File: src/rtl/io_disp_pkg.sv
// Shared constants for the out_port 7-segment display: segment codes, FSM encoding
// and the decimal digit table (gfedcba, active-low).
package io_disp_pkg;

    localparam int N_CH = 3;

    localparam logic [6:0] SEG_BLANK = 7'h7F;
    localparam logic [6:0] SEG_DASH  = 7'h3F;

    localparam logic [1:0] ST_IDLE  = 2'd0;
    localparam logic [1:0] ST_LOAD  = 2'd1;
    localparam logic [1:0] ST_SHIFT = 2'd2;
    localparam logic [1:0] ST_STORE = 2'd3;

    // Non-decimal nibbles never come out of the converter; blank them defensively.
    function automatic logic [6:0] seg_of_digit(input logic [3:0] digit);
        logic [6:0] seg;
        case (digit)
            4'd0:    seg = 7'h40;
            4'd1:    seg = 7'h79;
            4'd2:    seg = 7'h24;
            4'd3:    seg = 7'h30;
            4'd4:    seg = 7'h19;
            4'd5:    seg = 7'h12;
            4'd6:    seg = 7'h02;
            4'd7:    seg = 7'h78;
            4'd8:    seg = 7'h00;
            4'd9:    seg = 7'h10;
            default: seg = SEG_BLANK;
        endcase
        return seg;
    endfunction

endpackage

File: src/rtl/seg7_decode.sv
// Combinational BCD nibble to active-low 7-segment pattern.
module seg7_decode
    import io_disp_pkg::*;
(
    input  logic [3:0] digit,
    output logic [6:0] seg
);

    always_comb begin
        seg = seg_of_digit(digit);
    end

endmodule

File: src/rtl/io_seg_display.sv
// Round-robin decimal display of the three CPU out_ports on six 7-segment digits,
// using one shared 7-step shift-add-3 converter.
module io_seg_display
    import io_disp_pkg::*;
#(
    parameter int DATA_W    = 32,
    parameter int CONV_BITS = 7
) (
    input  logic              clock,
    input  logic              reset,
    input  logic [DATA_W-1:0] out_port0,
    input  logic [DATA_W-1:0] out_port1,
    input  logic [DATA_W-1:0] out_port2,
    input  logic              freeze,
    output logic [6:0]        hex0,
    output logic [6:0]        hex1,
    output logic [6:0]        hex2,
    output logic [6:0]        hex3,
    output logic [6:0]        hex4,
    output logic [6:0]        hex5,
    output logic              valid
);

    localparam int CNT_W = $clog2(CONV_BITS);

    logic [1:0]           state;
    logic [1:0]           ch;
    logic [CNT_W-1:0]     cnt;
    logic [CONV_BITS-1:0] bin;
    logic [7:0]           bcd;
    logic                 over;

    logic [DATA_W-1:0]      sel_value;
    logic [3:0]             hi_adj;
    logic [3:0]             lo_adj;
    logic [CONV_BITS+7:0]   shifted;
    logic [6:0]             tens_seg;
    logic [6:0]             ones_seg;
    logic [6:0]             tens_out;
    logic [6:0]             ones_out;

    always_comb begin
        case (ch)
            2'd0:    sel_value = out_port0;
            2'd1:    sel_value = out_port1;
            default: sel_value = out_port2;
        endcase
    end

    // One double-dabble step: correct each BCD nibble, then shift the whole {bcd,bin} left.
    always_comb begin
        hi_adj  = (bcd[7:4] >= 4'd5) ? bcd[7:4] + 4'd3 : bcd[7:4];
        lo_adj  = (bcd[3:0] >= 4'd5) ? bcd[3:0] + 4'd3 : bcd[3:0];
        shifted = {hi_adj, lo_adj, bin} << 1;
    end

    seg7_decode u_tens (.digit(bcd[7:4]), .seg(tens_seg));
    seg7_decode u_ones (.digit(bcd[3:0]), .seg(ones_seg));

    always_comb begin
        tens_out = over ? SEG_DASH : tens_seg;
        ones_out = over ? SEG_DASH : ones_seg;
    end

    always_ff @(posedge clock or posedge reset) begin
        if (reset) begin
            state <= ST_IDLE;
            ch    <= 2'd0;
            cnt   <= '0;
            bin   <= '0;
            bcd   <= '0;
            over  <= 1'b0;
            valid <= 1'b0;
        end else begin
            case (state)
                ST_IDLE: begin
                    if (!freeze) state <= ST_LOAD;
                end
                ST_LOAD: begin
                    bin   <= sel_value[CONV_BITS-1:0];
                    over  <= (sel_value > DATA_W'(99));
                    bcd   <= '0;
                    cnt   <= '0;
                    state <= ST_SHIFT;
                end
                ST_SHIFT: begin
                    bcd <= shifted[CONV_BITS+7:CONV_BITS];
                    bin <= shifted[CONV_BITS-1:0];
                    cnt <= cnt + 1'b1;
                    if (cnt == CNT_W'(CONV_BITS - 1)) state <= ST_STORE;
                end
                default: begin
                    if (ch == 2'(N_CH - 1)) begin
                        ch    <= 2'd0;
                        valid <= 1'b1;
                    end else begin
                        ch <= ch + 2'd1;
                    end
                    state <= ST_IDLE;
                end
            endcase
        end
    end

    // Both digits of a channel are written together so a pair never shows a torn value.
    always_ff @(posedge clock or posedge reset) begin
        if (reset) begin
            hex0 <= SEG_BLANK;
            hex1 <= SEG_BLANK;
            hex2 <= SEG_BLANK;
            hex3 <= SEG_BLANK;
            hex4 <= SEG_BLANK;
            hex5 <= SEG_BLANK;
        end else if (state == ST_STORE) begin
            case (ch)
                2'd0: begin
                    hex1 <= tens_out;
                    hex0 <= ones_out;
                end
                2'd1: begin
                    hex3 <= tens_out;
                    hex2 <= ones_out;
                end
                default: begin
                    hex5 <= tens_out;
                    hex4 <= ones_out;
                end
            endcase
        end
    end

endmodule

File: config.mk
export PLATFORM = sky130hd
export DESIGN_NAME = io_seg_display
export DESIGN_NICKNAME = d
export VERILOG_FILES = /design/src/rtl/io_disp_pkg.sv /design/src/rtl/seg7_decode.sv /design/src/rtl/io_seg_display.sv
export SDC_FILE = /design/constraint.sdc
export NUM_CORES = 1
export LEC_CHECK = 0
export CAP_MARGIN = 10
export CELL_PAD_IN_SITES_DETAIL_PLACEMENT = 2
export CELL_PAD_IN_SITES_GLOBAL_PLACEMENT = 2
export CORE_MARGIN = 2
export CORE_UTILIZATION = 27
export CTS_CLUSTER_SIZE = 28
export DETAILED_ROUTE_END_ITERATION = 7
export PLACE_DENSITY = 0.89
export SETUP_SLACK_MARGIN = 0.15
export SLEW_MARGIN = 20
export SYNTH_ARGS = -nofsm -noshare
export SYNTH_HDL_FRONTEND = slang
export SYNTH_SLANG_ARGS = --single-unit
File: constraint.sdc
create_clock -name clock -period 5.4 [get_ports clock]
set_input_delay 1.08 -clock clock [delete_from_list [all_inputs] [get_ports clock]]
set_output_delay 1.08 -clock clock [all_outputs]
set_load 0.01 [all_outputs]
# Yosys cells after proc, flatten, opt, wreduce, memory -nomap -nowiden
# Memories as Yosys holds them, arrays and structs flattened.
# Cells that the tools add are included.
# classes
addsub,4
n_lt_le_gt_ge,3
n_eq_ne,8
n_mux,12
bitwise_logic,2
n_reduce_logical,10
# op_table
cell,count
32-bit case mux with 2 select lines,1
"32-bit by 7-bit > comparator with 1-bit output, second input constant",1
8-bit case mux with 2 select lines,1
7-bit 2-to-1 mux,2
7-bit case mux with 2 select lines,1
2-bit AND reduction,5
"4-bit by 3-bit >= comparator with 1-bit output, second input constant",2
"2-bit equality test, second input constant",3
2-bit 2-to-1 mux,3
2-bit case mux with 3 select lines,1
3-bit case mux with 2 select lines,1
"4-bit by 2-bit adder with 4-bit output, second input constant",1
"2-bit by 1-bit equality test with 1-bit output, second input constant",2
2-bit zero test,2
4-bit 2-to-1 mux,1
"2-bit != test, second input constant",2
"3-bit by 1-bit adder with 3-bit output, second input constant",1
"3-bit by 2-bit adder with 3-bit output, second input constant",1
"3-bit equality test, second input constant",1
3-bit 2-to-1 mux,1
3-bit OR reduction,1
"2-bit by 1-bit adder with 2-bit output, second input constant",1
1-bit inverter,2
2-bit nonzero test,1
2-bit OR reduction,1
# word_totals
register_bits,66
mem_bits_ro,224
input_bits,99
out_inout_bits,43
mem_count,2
# memory_table
name,words,width,rd,rd_clocked_by_memory_dff,write_ports,line,rtl
(no name shown),16,7,1,0,0,io_disp_pkg.sv:18,case (digit)
(no name shown),16,7,1,0,0,io_disp_pkg.sv:18,

# Longest topological paths before layout
# logic_depth
depth_word,4
mapped_depth,7

# Modules after synthesis
# Synthesis repeated with hierarchy kept, for this count alone.
# unflattened
hier_cells,394
hier_area_um2,3590.9
# by_module_without_submodules
module,n_inst,cells_each,area_each_um2,seq_area_each_um2
io_seg_display,1,328,3170.5,1704.1
seg7_decode,2,33,210.2,0.0

# Worst setup path after synthesis
# Ideal clock, no wire load.
# synth_timing
kind,in2reg
start,input out_port0[30]
end,register over
arrival_time_ns,2.052
path_slack_ns,3.210
path_stages,5
path_cell_list,or4_1 > nor3_1 > a22oi_1 > o22ai_1 > a41oi_2
# synth_via
elab_chain_len,2
# synth_lines
item,line,rtl
from (decl),io_seg_display.sv:11,"input logic [DATA_W-1:0] out_port0,"
32-bit case mux with 2 select lines,io_seg_display.sv:43,case (ch)
32-bit by 7-bit > comparator with 1-bit output,io_seg_display.sv:81,over <= (sel_value > DATA_W'(99));
to (signal assigned),io_seg_display.sv:81,
to (decl),io_seg_display.sv:31,logic over;
# No other way between the ends.
# A chain may end at the register's enable or synchronous reset.

# Worst setup path in the final report
# layout_timing
start,register hex1[2]
end,output hex1[2]
# layout_lines
item,line,rtl
from (decl),io_seg_display.sv:16,"output logic [6:0] hex1,"
from (signal assigned),io_seg_display.sv:117,hex1 <= tens_out;
# No word-level cell between the ends.

==> results.yml <==
run_status:
  status: "finished, final reports clean"
clock_network:
  cts_htree_levels: 3
  cts.repair.resized: 0
  cts.sinks: 66
  clkTransAtPathRegs_ns: 0.06
  ctsHoldBuffers: 0
  clockRootBuffer: "clkbuf_16"
  post-cts-setup-buffers: 0
  clk_latency_ns: 0.33
  tritoncts: "built"
  numCtsBuffers: 9
  cts_max_path_buffers: 2
setup_path:
  worstSetupEndpointType: "primary output"
  required_ns: 4.32
  r2r_start: "state[1]$_DFFE_PP0P_"
  cp-start-kind: "flip-flop"
  arrival_ns: 1.45
  slowest_stage: "dfstp_2"
  crit_family: "flip-flops"
  reg2reg_depth: 4
  crit_buf_inv: 1
  crit_fanout: 2
  path_class: "reg2out"
  slowest_delay_ns: 0.56
  r2r-end: "bcd[7]$_DFFE_PP0P_"
  reg2reg_slack_ns: 3.17
  cp_cell_sequence: "clkdlybuf4s50_1"
yosys:
  synthTopCellsByArea: "dfstp_2, dfrtp_1, o21ai_0, ha_1, nand2_1"
  synth_nets: 495
  synth_most_common_cell: "o21ai_0"
  synth_top_family_by_area: "compound AO/OA/AOI/OAI gates"
  synthSimpleGateAreaFrac_pct: 16.5
  yosysSeqAreaShare_pct: 48.8
  postSynthRegisterBits: 66
  synth.distinct_cells: 42
  yosys-top-cells-count: "o21ai_0, nand2_1, dfstp_2, nor2_1, a21oi_1"
  synth_warnings: 0
  ys.flop_type: "dfstp_2"
  ys_async_sr_fraction_pct: 100
  synth_edf_count: 0
  syn_avg_cell_area_sq_um: 9.22
  synthAdderAreaFrac_pct: 6.09
  synth-compound-area-share_pct: 17.4
  syn_area_sq_um: 3490
  muxShareOfSynthArea_pct: 5.62
  syn-instance-count: 379
  synth_top_area_share_pct: 31.6
  synth_top_area_cell: "dfstp_2"
  synth_xor_area_share_pct: 0.752
finish:
  final_core_util_pct: 42.4
  drive_gt1_share_pct: 14.3
  area_growth_pct: 53.3
  multi_input_area_sq_um: 1620
  final_net_count: 630
  fillCellCount: 1387
  diodes: 0
  final_area_sq_um: 5350
  seqCellArea_sq_um: 1700
worst_hold_path:
  holdPathStages: 1
  min_from: "valid$_DFFE_PP0P_"
  whs_endpoint: "valid$_DFFE_PP0P_"
  hold_class: "reg2reg"
floorplanning:
  die_w_microns: 118
  core-area_sq_um: 12600
  start_util_pct: 27.7
  rows: 41
  die-area_sq_um: 13900
  io_pins: 142
  dieHeight_microns: 118
placed_design:
  post_dp_cell_area_sq_um: 5030
  dp_hpwl_microns: 10100
  gp_congestion: 0.841
  io_buffers: 141
power_and_ir_drop:
  power_density_nw_per_um2: 536
  vdd_ir_drop_max_mv: 0.188
  leakage_uw: 0.00219
route:
  vias: 3406
  wirelength_microns: 13400
  via_per_inst: 4.93
  drtPass1Iterations: 4
  drtAntennaViolNets: 0
  drt-initial-drc-count: 135
  drcViolationCount: 0
  wl_per_cell_microns: 19.4
timing:
  skew_ns: 0.00622
  period_share_pct: 46.8
  rsz0062_at_grt: "no"
  maxSlewViolCount: 0
  relSlewSlack_pct: 39.9
  fin_setup_tns_ns: 0
  max_freq_mhz: 396
  finalSetupViolations: 0
  final-hold-violation-count: 0
  period_needed_ns: 2.53
  tightest_slew_ns: 0.899
grt:
  overflow: 0
  track_usage_pct: 20.2
  grt_pass1_vias: 3933
  antenna_found_initial: 0
  grt_first_pass_wirelength_microns: 21900
  grt_max_degree: 67
job:
  maxCapViolations: 0
[per-layer routing]
metal	vias up	GRT usage [%]	share of wire (%)
met4	0	7.00	2.5
met3	27	3.92	3.8
li1	1593	-	-
met5	-	0	0
met1	1694	22.3	39
met2	92	38.1	55
[worst reg2reg max path, stage by stage, from the launching register on]
cell	delay [ns]
dfrtp_1	0.43
inv_1	0.11
ha_1	0.85
nand2_1	0.40
o32ai_1	0.33
[area by class of cell]
type / instances / area share [%]
Clock buffer: 11 / 4.93
Clock inverter: 5 / 1.12
Inverter: 19 / 1.33
Multi-Input combinational cell: 276 / 30.3
Sequential cell: 66 / 31.8
Tap cell: 172 / 4.02
Timing Repair Buffer: 142 / 26.5
[how the worst max path moves through the flow]
stage / cells past startpoint / slack (ns) / from / endpoint
2_1_floorplan: 1 / 2.73 / reset / bcd[0]$_DFFE_PP0P_
3_3_place_gp: 6 / 2.72 / out_port0[30] / over$_DFFE_PP0N_
3_5_place_dp: 6 / 2.62 / out_port1[30] / over$_DFFE_PP0N_
4_1_cts: 1 / 2.86 / hex5[2]$_DFFE_PP1P_ / hex5[2]
5_1_grt: 6 / 2.83 / out_port1[30] / over$_DFFE_PP0N_
6_report: 1 / 2.87 / hex1[2]$_DFFE_PP1P_ / hex1[2]
[layout by cell type, fill, tap and decap left out, types with 2 or more instances in the layout]
master | synthesis | layout
nand2b_1 | 4 | 4
clkinv_4 | 0 | 2
a22oi_1 | 2 | 2
nor2_1 | 34 | 34
dfstp_2 | 42 | 42
inv_1 | 16 | 15
xnor2_1 | 3 | 3
o22ai_1 | 7 | 7
ha_1 | 17 | 17
mux2i_1 | 10 | 10
inv_2 | 2 | 3
a21oi_1 | 30 | 30
nor3_1 | 7 | 7
mux2_2 | 6 | 6
or4_1 | 3 | 3
o21ai_0 | 58 | 58
nand2_1 | 55 | 55
nand3_2 | 2 | 2
and3_1 | 2 | 2
clkdlybuf4s50_1 | 0 | 141
nor4_1 | 13 | 13
o211ai_1 | 2 | 2
nand3_1 | 7 | 7
clkbuf_16 | 0 | 10
dfrtp_1 | 24 | 24
[stage by stage]
step	std cells	setup WS (ns)	power (uW)	hold slack, ns
detailed placement	675	2.62	2240	0.473
global placement	675	2.72	2100	0.451
floorplan	379	2.73	1640	0.457
CTS	691	2.86	2910	0.490
finish	691	2.87	2870	0.488
global route	691	2.83	3080	0.508
[power by group]
part	leakage (uW)	total, uW	switching, uW	internal [uW]
Clock	0.000157	630	231	399
Sequential	0.000741	993	187	806
Combinational	0.00129	1240	662	582
[registers in the layout (all words and copies together), names as in the netlist]
| signal | cells |
|---|---|
| ch | 2 |
| over | 1 |
| hex1 | 7 |
| bin | 7 |
| bcd | 8 |
| valid | 1 |
| cnt | 3 |
| state | 2 |
| hex2 | 7 |
| hex3 | 7 |
| hex0 | 7 |
| hex4 | 7 |
| hex5 | 7 |
[kinds of logic after synthesis]
group	count (synthesis)
xor+xnor	3
compound gates	109
mux	18
buf+inv	37
flops	66
simple gates	129
fa+ha+maj	17
Note: power is estimated with default switching activity, not from simulation.
